**src/rtl/alu_seq_pkg.sv**
```systemverilog
// Shared types and constants for the nibble-serial 74181 sequencer.
// Holds the FSM state enum, the slice width and named 74181 select codes.
package alu_seq_pkg;

  localparam int NIBBLE_W = 4;

  typedef enum logic [1:0] {
    IDLE = 2'd0,
    RUN  = 2'd1,
    DONE = 2'd2
  } state_t;

  // mode 0 (arithmetic)
  localparam logic [3:0] SEL_A_PLUS_B  = 4'b1001;
  localparam logic [3:0] SEL_A_MINUS_B = 4'b0110;
  // mode 1 (logic)
  localparam logic [3:0] SEL_XOR       = 4'b0110;
  localparam logic [3:0] SEL_F_EQ_A    = 4'b1111;

endpackage

```
**src/rtl/alu181_nibble_seq.sv**
```systemverilog
// Runs a WIDTH-bit 74181 op through one external 4-bit slice, LSB nibble first.
// Ports: clk/rst_n, start+a/b/select/mode/cin in, busy/done/f/cout/aeqb out,
// alu_* drive/receive the slice. aeqb compare built only with ALU_SEQ_AEQB_EN.
module alu181_nibble_seq
  import alu_seq_pkg::*;
#(
  parameter int WIDTH = 16
) (
  input  logic             clk,
  input  logic             rst_n,
  input  logic             start,
  input  logic [WIDTH-1:0] a,
  input  logic [WIDTH-1:0] b,
  input  logic [3:0]       select,
  input  logic             mode,
  input  logic             cin,
  output logic             busy,
  output logic             done,
  output logic [WIDTH-1:0] f,
  output logic             cout,
  output logic             aeqb,
  output logic [3:0]       alu_a,
  output logic [3:0]       alu_b,
  output logic [3:0]       alu_select,
  output logic             alu_mode,
  output logic             alu_cin,
  input  logic [3:0]       alu_f,
  input  logic             alu_cout
);

  localparam int NIBBLES = WIDTH / NIBBLE_W;
  localparam int IW      = $clog2(NIBBLES);
  localparam logic [IW-1:0] LAST = IW'(NIBBLES - 1);

  state_t                    state;
  logic [IW-1:0]             idx;
  logic [WIDTH-1:0]          a_q;
  logic [WIDTH-1:0]          b_q;
  logic [3:0]                sel_q;
  logic                      mode_q;
  logic                      cin_q;
  logic                      carry_q;
  // top nibble goes straight from alu_f into f, so it is never stored
  logic [WIDTH-NIBBLE_W-1:0] work;

  // idx is parked at 0 outside RUN, so nibble 0 shows in IDLE/DONE
  assign alu_a      = a_q[idx*NIBBLE_W +: NIBBLE_W];
  assign alu_b      = b_q[idx*NIBBLE_W +: NIBBLE_W];
  assign alu_select = sel_q;
  assign alu_mode   = mode_q;
  // both ends active-low: forward raw
  assign alu_cin    = (idx == '0) ? cin_q : carry_q;

`ifndef ALU_SEQ_AEQB_EN
  assign aeqb = 1'b0;
`endif

  always_ff @(posedge clk or negedge rst_n) begin
    if (!rst_n) begin
      state   <= IDLE;
      idx     <= '0;
      busy    <= 1'b0;
      done    <= 1'b0;
      f       <= '0;
      cout    <= 1'b1;
      a_q     <= '0;
      b_q     <= '0;
      sel_q   <= '0;
      mode_q  <= 1'b0;
      cin_q   <= 1'b0;
      carry_q <= 1'b1;
      work    <= '0;
`ifdef ALU_SEQ_AEQB_EN
      aeqb    <= 1'b0;
`endif
    end else begin
      unique case (state)
        IDLE, DONE: begin
          done <= 1'b0;
          if (start) begin
            a_q    <= a;
            b_q    <= b;
            sel_q  <= select;
            mode_q <= mode;
            cin_q  <= cin;
            idx    <= '0;
            busy   <= 1'b1;
            state  <= RUN;
          end else begin
            state  <= IDLE;
          end
        end
        RUN: begin
          carry_q <= alu_cout;
          if (idx == LAST) begin
            f     <= {alu_f, work};
            cout  <= alu_cout;
`ifdef ALU_SEQ_AEQB_EN
            aeqb  <= &{alu_f, work};
`endif
            idx   <= '0;
            busy  <= 1'b0;
            done  <= 1'b1;
            state <= DONE;
          end else begin
            work[idx*NIBBLE_W +: NIBBLE_W] <= alu_f;
            idx <= idx + 1'b1;
          end
        end
        default: state <= IDLE;
      endcase
    end
  end

endmodule

```
**config.mk**
```make
export PLATFORM = sky130hd
export DESIGN_NAME = alu181_nibble_seq
export DESIGN_NICKNAME = d
export VERILOG_FILES = /design/src/rtl/alu_seq_pkg.sv /design/src/rtl/alu181_nibble_seq.sv
export SDC_FILE = /design/constraint.sdc
export NUM_CORES = 1
export LEC_CHECK = 0
export ABC_AREA = 1
export BUFFER_PORTS_ARGS = -buffer_cell sky130_fd_sc_hd__buf_4
export CAP_MARGIN = 20
export CORE_MARGIN = 2
export CORE_UTILIZATION = 59
export CTS_BUF_LIST = sky130_fd_sc_hd__clkbuf_4
export CTS_CLUSTER_SIZE = 28
export DETAILED_ROUTE_END_ITERATION = 10
export PLACE_DENSITY = 0.87
export SLEW_MARGIN = 0
export SYNTH_ARGS = -nofsm -noshare
export SYNTH_HDL_FRONTEND = slang
export SYNTH_SLANG_ARGS = --single-unit
```
**constraint.sdc**
```tcl
create_clock -name clk -period 4.4 [get_ports clk]
set_input_delay 0.22 -clock clk [delete_from_list [all_inputs] [get_ports clk]]
set_output_delay 0.22 -clock clk [all_outputs]
set_load 0.02 [all_outputs]
```
==> impl_results.rst, run 1 <==
.. list-table::
   :header-rows: 1

   * - Metric
     - Value
   * - Run status
     - finished, final reports clean
   * - Top cell by count, worst path
     - nand2_1
   * - Last weighted congestion value of the routability-driven placer
     - 0.826
   * - Placement row count
     - 27
   * - Hold violation count in the final report
     - 0
   * - Crit path capture type
     - output pin
   * - Vias in the first global route
     - 2679
   * - Max transition margin
     - 0.410
   * - Number of buffers added on ports
     - 78
   * - Sum of net half-perimeters after detailed placement
     - 4890 um
   * - Net Count, Synth
     - 454
   * - Post-route fraction of the period consumed by the critical path
     - 0.542
   * - Critical Setup Path Class
     - reg -> out
   * - Setup slack at placement
     - 2.36 ns
   * - Filler cell count in the final layout
     - 437
   * - DRC
     - 0
   * - Effective utilization at floorplan
     - 0.605
   * - CP Cell Sequence
     - clkinv_1 > ha_1 > inv_1 > nand2_1 > nand2_1 > buf_4
   * - Max Freq
     - 419 MHz
   * - Mapped Avg Cell Area
     - 8.22 sq um
   * - Area fraction of the dominant cell type after synthesis
     - 0.544
   * - Final std cell area, no fill
     - 4020 sq um
   * - RSZ-0062 raised after global routing
     - false
   * - Congestion Overflow GR
     - 0
   * - Count of different cell masters after synthesis
     - 24
   * - IO Pins
     - 80
   * - Area post-placement
     - 3880 sq um
   * - Part of the Yosys area used for sequential elements
     - 0.560
   * - Clock-pin slew on the worst setup and hold paths
     - 0.11 ns
   * - Crit Path Max Fanout
     - 12
   * - Via count
     - 2839
   * - PnR worst setup slack
     - 2.02 ns
   * - Hold_buf cts
     - 1
   * - Final antenna diode count
     - 0
   * - Data arrival time of the critical path
     - 2.16 ns
   * - Post-CTS Resized
     - 0
   * - Max cap viols
     - 0
   * - Cell with the largest stage delay on the worst path
     - dfrtp_1
   * - Library cell with the largest summed area after synthesis
     - dfrtp_1
   * - Remaining number of nets flagged by the antenna check after routing
     - 0
   * - Transition time at the pin with the least slew margin
     - 0.885 ns
   * - Post-layout utilization of the core
     - 0.734
   * - Count of yosys warnings during synthesis
     - 0
   * - Commonest non-fill, non-tap cells in the layout
     - nand2_1, buf_4, dfrtp_1
   * - Buffer levels on the longest clock path
     - 2
   * - Antenna violations before repair
     - 0
   * - CTS tree
     - built
   * - Die height
     - 78.9 um
   * - Leakage power figure
     - 0.00223 uW
   * - CP Data Required Time
     - 4.18 ns
   * - Average detailed-routed wire length per instance
     - 12.8 um
   * - Hold Crit Class
     - in -> reg
   * - First-pass GRT wire length
     - 11800 um
   * - Post-Synthesis Cells
     - 403
   * - Total Nets Final
     - 527
   * - Worst voltage drop across the vdd grid
     - 420 uV
   * - Number of design-rule violations left by the first detailed-router iteration
     - 143
   * - Via density
     - 5.13
   * - Clock Sink Count
     - 74
   * - Setup total negative slack
     - 0 ns
   * - Post-CTS setup-driven buffer insertion count
     - 0
   * - Register bit count reported by yosys
     - 74
   * - Delay of the slowest critical-path stage
     - 0.60 ns
   * - Power Dens Cells
     - 712 nW/um^2
   * - Fraction of layout cells with a size suffix above 1
     - 0.222
   * - Number of levels in the clock H-tree
     - 3
   * - Growth of design area from synthesis to finish
     - 21.3%
   * - Clock network latency to the later pin of the worst-skew pair
     - 0.43 ns
   * - Final Max Tran Viols
     - 0
   * - First-pass detailed-route iteration total
     - 4
   * - Final worst path period need
     - 2.38 ns
   * - Most common cell after layout, fill and taps aside
     - nand2_1
   * - Number of buffers inserted during clock tree synthesis
     - 9
   * - Worst Hold Margin
     - 0.0131 ns
   * - All-Layer GR Usage
     - 0.248
   * - Horiz. Die Dim
     - 78.9 um
   * - Largest net degree at the start of global routing
     - 75
   * - Cell types occupying the most area after synthesis
     - dfrtp_1, nand2_1, nand3_1
   * - Root buffer selected by CTS
     - clkbuf_4
   * - Setup-failing EPs final
     - 0
   * - Post-synthesis cell area
     - 3310 sq um
   * - Setup skew after layout
     - 0.0120 ns
   * - Drt total wl
     - 7080 um
   * - CORE AREA
     - 5470 sq um
   * - Die Footprint
     - 6230 sq um
   * - CP startpoint kind
     - register
## cells in the mapped netlist (all sizes together)
| cell type | count |
|---|---|
| clkbuf | 6 |
| conb | 1 |
| inv | 19 |
| o21ai | 24 |
| nand2 | 166 |
| nor2 | 40 |
| clkinv | 1 |
| buf | 13 |
| dfrtp | 72 |
| a21oi | 16 |
| nand3 | 37 |
| dfstp | 2 |
| nand4 | 1 |
| ha | 5 |
## flip-flops by register name, indices dropped and copies added (netlist names), 2 cells and up
name	count
f	16
work	12
idx	2
alu_select	4
a_q	16
b_q	16
state	2
## metal layers
metal  track usage  up-vias  part of all wire
met3        0.0670       14             0.058
met4         0.105        0             0.022
met2         0.428       90              0.52
li1              -     1415                 -
met1         0.294     1320              0.40
met5             0        -                 0
## cells by family after synthesis
| group | synth area share |
|---|---|
| simple gates | 0.302 |
| flops | 0.560 |
| compound gates | 0.0627 |
| buf+inv | 0.0555 |
| fa+ha+maj | 0.0189 |
| other cells | 0.00113 |
## critical path, delay by kind of cell (launching register included)
| family | cells | cell delay [ns] |
|---|---|---|
| buf+inv | 3 | 0.67 |
| flops | 1 | 0.60 |
| fa+ha+maj | 1 | 0.34 |
| simple gates | 2 | 0.13 |
## area by class of cell
type | count | area [sq um] | area share
well taps | 72 | 90.1 | 0.0224
flip-flops and latches | 74 | 1850 | 0.461
repair buffers | 81 | 616 | 0.153
multi-input cells | 290 | 1270 | 0.317
inverters | 20 | 75.1 | 0.0187
clock inverters | 4 | 18.8 | 0.00467
clock buffers | 12 | 90.1 | 0.0224
## final timing paths
kind	endpoint	depth (start not counted)	start	slack, ns
min reg2reg	a_q[0]	2	a_q[0]	0.48
max reg2reg	a_q[10]	4	state[0]	2.34
max in group asynchronous	a_q[11]	2	rst_n	3.37
max	alu_cin	6	idx[1]	2.02
min in group asynchronous	alu_select[2]	2	rst_n	0.46
min	b_q[0]	3	b[0]	0.01
## stage by stage
step / power (uW) / std cells
2_1_floorplan: 2050 / 403
4_1_cts: 2880 / 551
3_3_place_gp: 2470 / 534
6_report: 2860 / 553
3_5_place_dp: 2520 / 534
5_1_grt: 3090 / 553
## power by group
| group | total, uW | switching, uW | internal [uW] |
|---|---|---|---|
| Combinational | 1350 | 850 | 498 |
| Sequential | 1160 | 187 | 969 |
| Clock | 356 | 225 | 131 |
Power figures use the tool's default switching activity.
==> run 2, diff against run 1 <==
Settings changed: CORE_UTILIZATION 59 to 55, PLACE_DENSITY 0.87 to 0.82.
Clock period 4.4 ns to 2.5 ns, I/O delays scaled along.
==> run 2 against run 1 <==
Critical path depth unchanged. Critical endpoint unchanged. Setup slack got worse by 1.8 ns. Highest routed layer unchanged. Sequential power up 76%. Final area is 11% higher. First-iteration DRC count decreased by 0.70%.
==> impl_results.rst, run 2 (synthesized netlist as in run 1, its figures left out) <==
.. list-table::
   :header-rows: 1

   * - Metric
     - Value
   * - Final antenna diode count
     - 0
   * - Placement row count
     - 28
   * - Setup skew after layout
     - 0.0139 ns
   * - Setup total negative slack
     - 0 ns
   * - Power Dens Cells
     - 1180 nW/um^2
   * - Remaining number of nets flagged by the antenna check after routing
     - 0
   * - Number of buffers added on ports
     - 78
   * - Area taken by multi-input logic gates
     - 1270 sq um
   * - Worst Hold Path Cells
     - 3
   * - Crit Path Max Fanout
     - 27
   * - RSZ-0062 raised after global routing
     - false
   * - Die height
     - 81.6 um
   * - Leakage power figure
     - 0.00241 uW
   * - Worst Reg-to-Reg Cells
     - 5
   * - End point of the worst hold path
     - f[15]
   * - Root buffer selected by CTS
     - clkbuf_4
   * - IO Pins
     - 80
   * - Sum of net half-perimeters after detailed placement
     - 4980 um
   * - Startpoint of the tightest hold check path
     - alu_f[3]
   * - Horiz. Die Dim
     - 81.6 um
   * - Last weighted congestion value of the routability-driven placer
     - 0.827
   * - Buffer levels on the longest clock path
     - 2
   * - Run status
     - finished, final reports clean
   * - Number of design-rule violations left by the first detailed-router iteration
     - 142
   * - Reg-to-reg startpoint
     - idx[0]
   * - Congestion Overflow GR
     - 0
   * - Via density
     - 5.08
   * - Via count
     - 3032
   * - Growth of design area from synthesis to finish
     - 34.5%
   * - Max Freq
     - 439 MHz
   * - Setup-failing EPs final
     - 0
   * - Effective utilization at floorplan
     - 0.563
   * - Data arrival time of the critical path
     - 2.15 ns
   * - Clock network latency to the later pin of the worst-skew pair
     - 0.43 ns
   * - Worst voltage drop across the vdd grid
     - 852 uV
   * - Post-layout utilization of the core
     - 0.757
   * - Critical Setup Path Class
     - reg -> out
   * - Clock Sink Count
     - 74
   * - Critical register-to-register path endpoint
     - work[3]
   * - Commonest non-fill, non-tap cells in the layout
     - nand2_1, buf_4, dfrtp_1
   * - Hold violation count in the final report
     - 0
   * - Largest net degree at the start of global routing
     - 75
   * - Post-CTS Resized
     - 0
   * - Reg-to-reg slack, setup
     - 0.46 ns
   * - Die Footprint
     - 6660 sq um
   * - First-pass GRT wire length
     - 12800 um
   * - Combined flip-flop and latch cell area
     - 1850 sq um
   * - Antenna violations before repair
     - 0
   * - Final Max Tran Viols
     - 0
   * - Fraction of layout cells with a size suffix above 1
     - 0.207
   * - Most common cell after layout, fill and taps aside
     - nand2_1
   * - Post-route fraction of the period consumed by the critical path
     - 0.911
   * - Filler cell count in the final layout
     - 455
   * - Average detailed-routed wire length per instance
     - 13.3 um
   * - Worst Hold Margin
     - 0.0111 ns
   * - CORE AREA
     - 5890 sq um
   * - All-Layer GR Usage
     - 0.256
   * - Total Nets Final
     - 568
   * - DRC
     - 0
   * - Number of levels in the clock H-tree
     - 3
   * - Final total power
     - 5240 uW
   * - First-pass detailed-route iteration total
     - 4
   * - Number of buffers inserted during clock tree synthesis
     - 9
   * - CP startpoint kind
     - register
   * - Vias in the first global route
     - 2891
   * - Final worst path period need
     - 2.28 ns
   * - Max cap viols
     - 0
   * - Transition time at the pin with the least slew margin
     - 0.904 ns
   * - Registers with the most flip-flops
     - a_q (16), b_q (16), f (16)
   * - CTS tree
     - built
   * - CP Data Required Time
     - 2.38 ns
   * - Hold Crit Class
     - in -> reg
   * - Drt total wl
     - 7970 um
   * - Post-CTS setup-driven buffer insertion count
     - 0
   * - Crit path capture type
     - output pin
   * - Clock-pin slew on the worst setup and hold paths
     - 0.10 ns
   * - Max transition margin
     - 0.397
[run 2: what timing repair did]
item                                    in CTS  in global routing
hold endpoints to repair                   116                  0
hold buffers                                43                  0
endpoints found under the setup margin       0                  0
[run 2: area by class of cell]
type / count / area share
Sequential cell: 74 / 0.416
Multi-Input combinational cell: 290 / 0.286
Timing Repair Buffer: 122 / 0.230
Tap cell: 75 / 0.0211
Clock buffer: 12 / 0.0202
Inverter: 20 / 0.0168
Clock inverter: 4 / 0.00983
[run 2: worst max path at each step]
stage,start,endpoint,slack (ns),depth (start not counted)
floorplan,idx[1],work[0],0.91,6
global placement,idx[0],work[0],0.64,5
detailed placement,idx[0],work[0],0.51,5
CTS,idx[1],alu_cin,0.25,6
global route,idx[1],alu_cin,0.07,6
finish,idx[0],alu_cin,0.22,6
[run 2: through the flow]
stage	setup WS [ns]	area, sq um	cells
floorplan	0.911	3310	403
global placement	0.637	3890	538
detailed placement	0.511	3890	538
CTS	0.252	4460	597
global route	0.0669	4460	597
finish	0.223	4460	597
[run 2: critical path, cell delays in order (launching register included)]
cell and delay (ns):
dfrtp_1 0.67, inv_2 0.29, ha_1 0.32, inv_1 0.16
nand2_1 0.07, nand2_1 0.07, buf_4 0.14
[run 2: power by group]
part           switching [uW]  leakage, uW  internal [uW]  total, uW
logic                    1540      0.00140            928       2470
clock network             399    0.0000787            333        732
registers                 330     0.000930           1710       2040
[run 2: layer usage]
layer | wire length, um | vias to the layer above | track usage
met3 | 537 | 21 | 0.0593
met4 | 170 | 0 | 0.102
li1 | - | 1492 | -
met5 | 0 | - | 0
met1 | 3240 | 1411 | 0.305
met2 | 4020 | 108 | 0.448
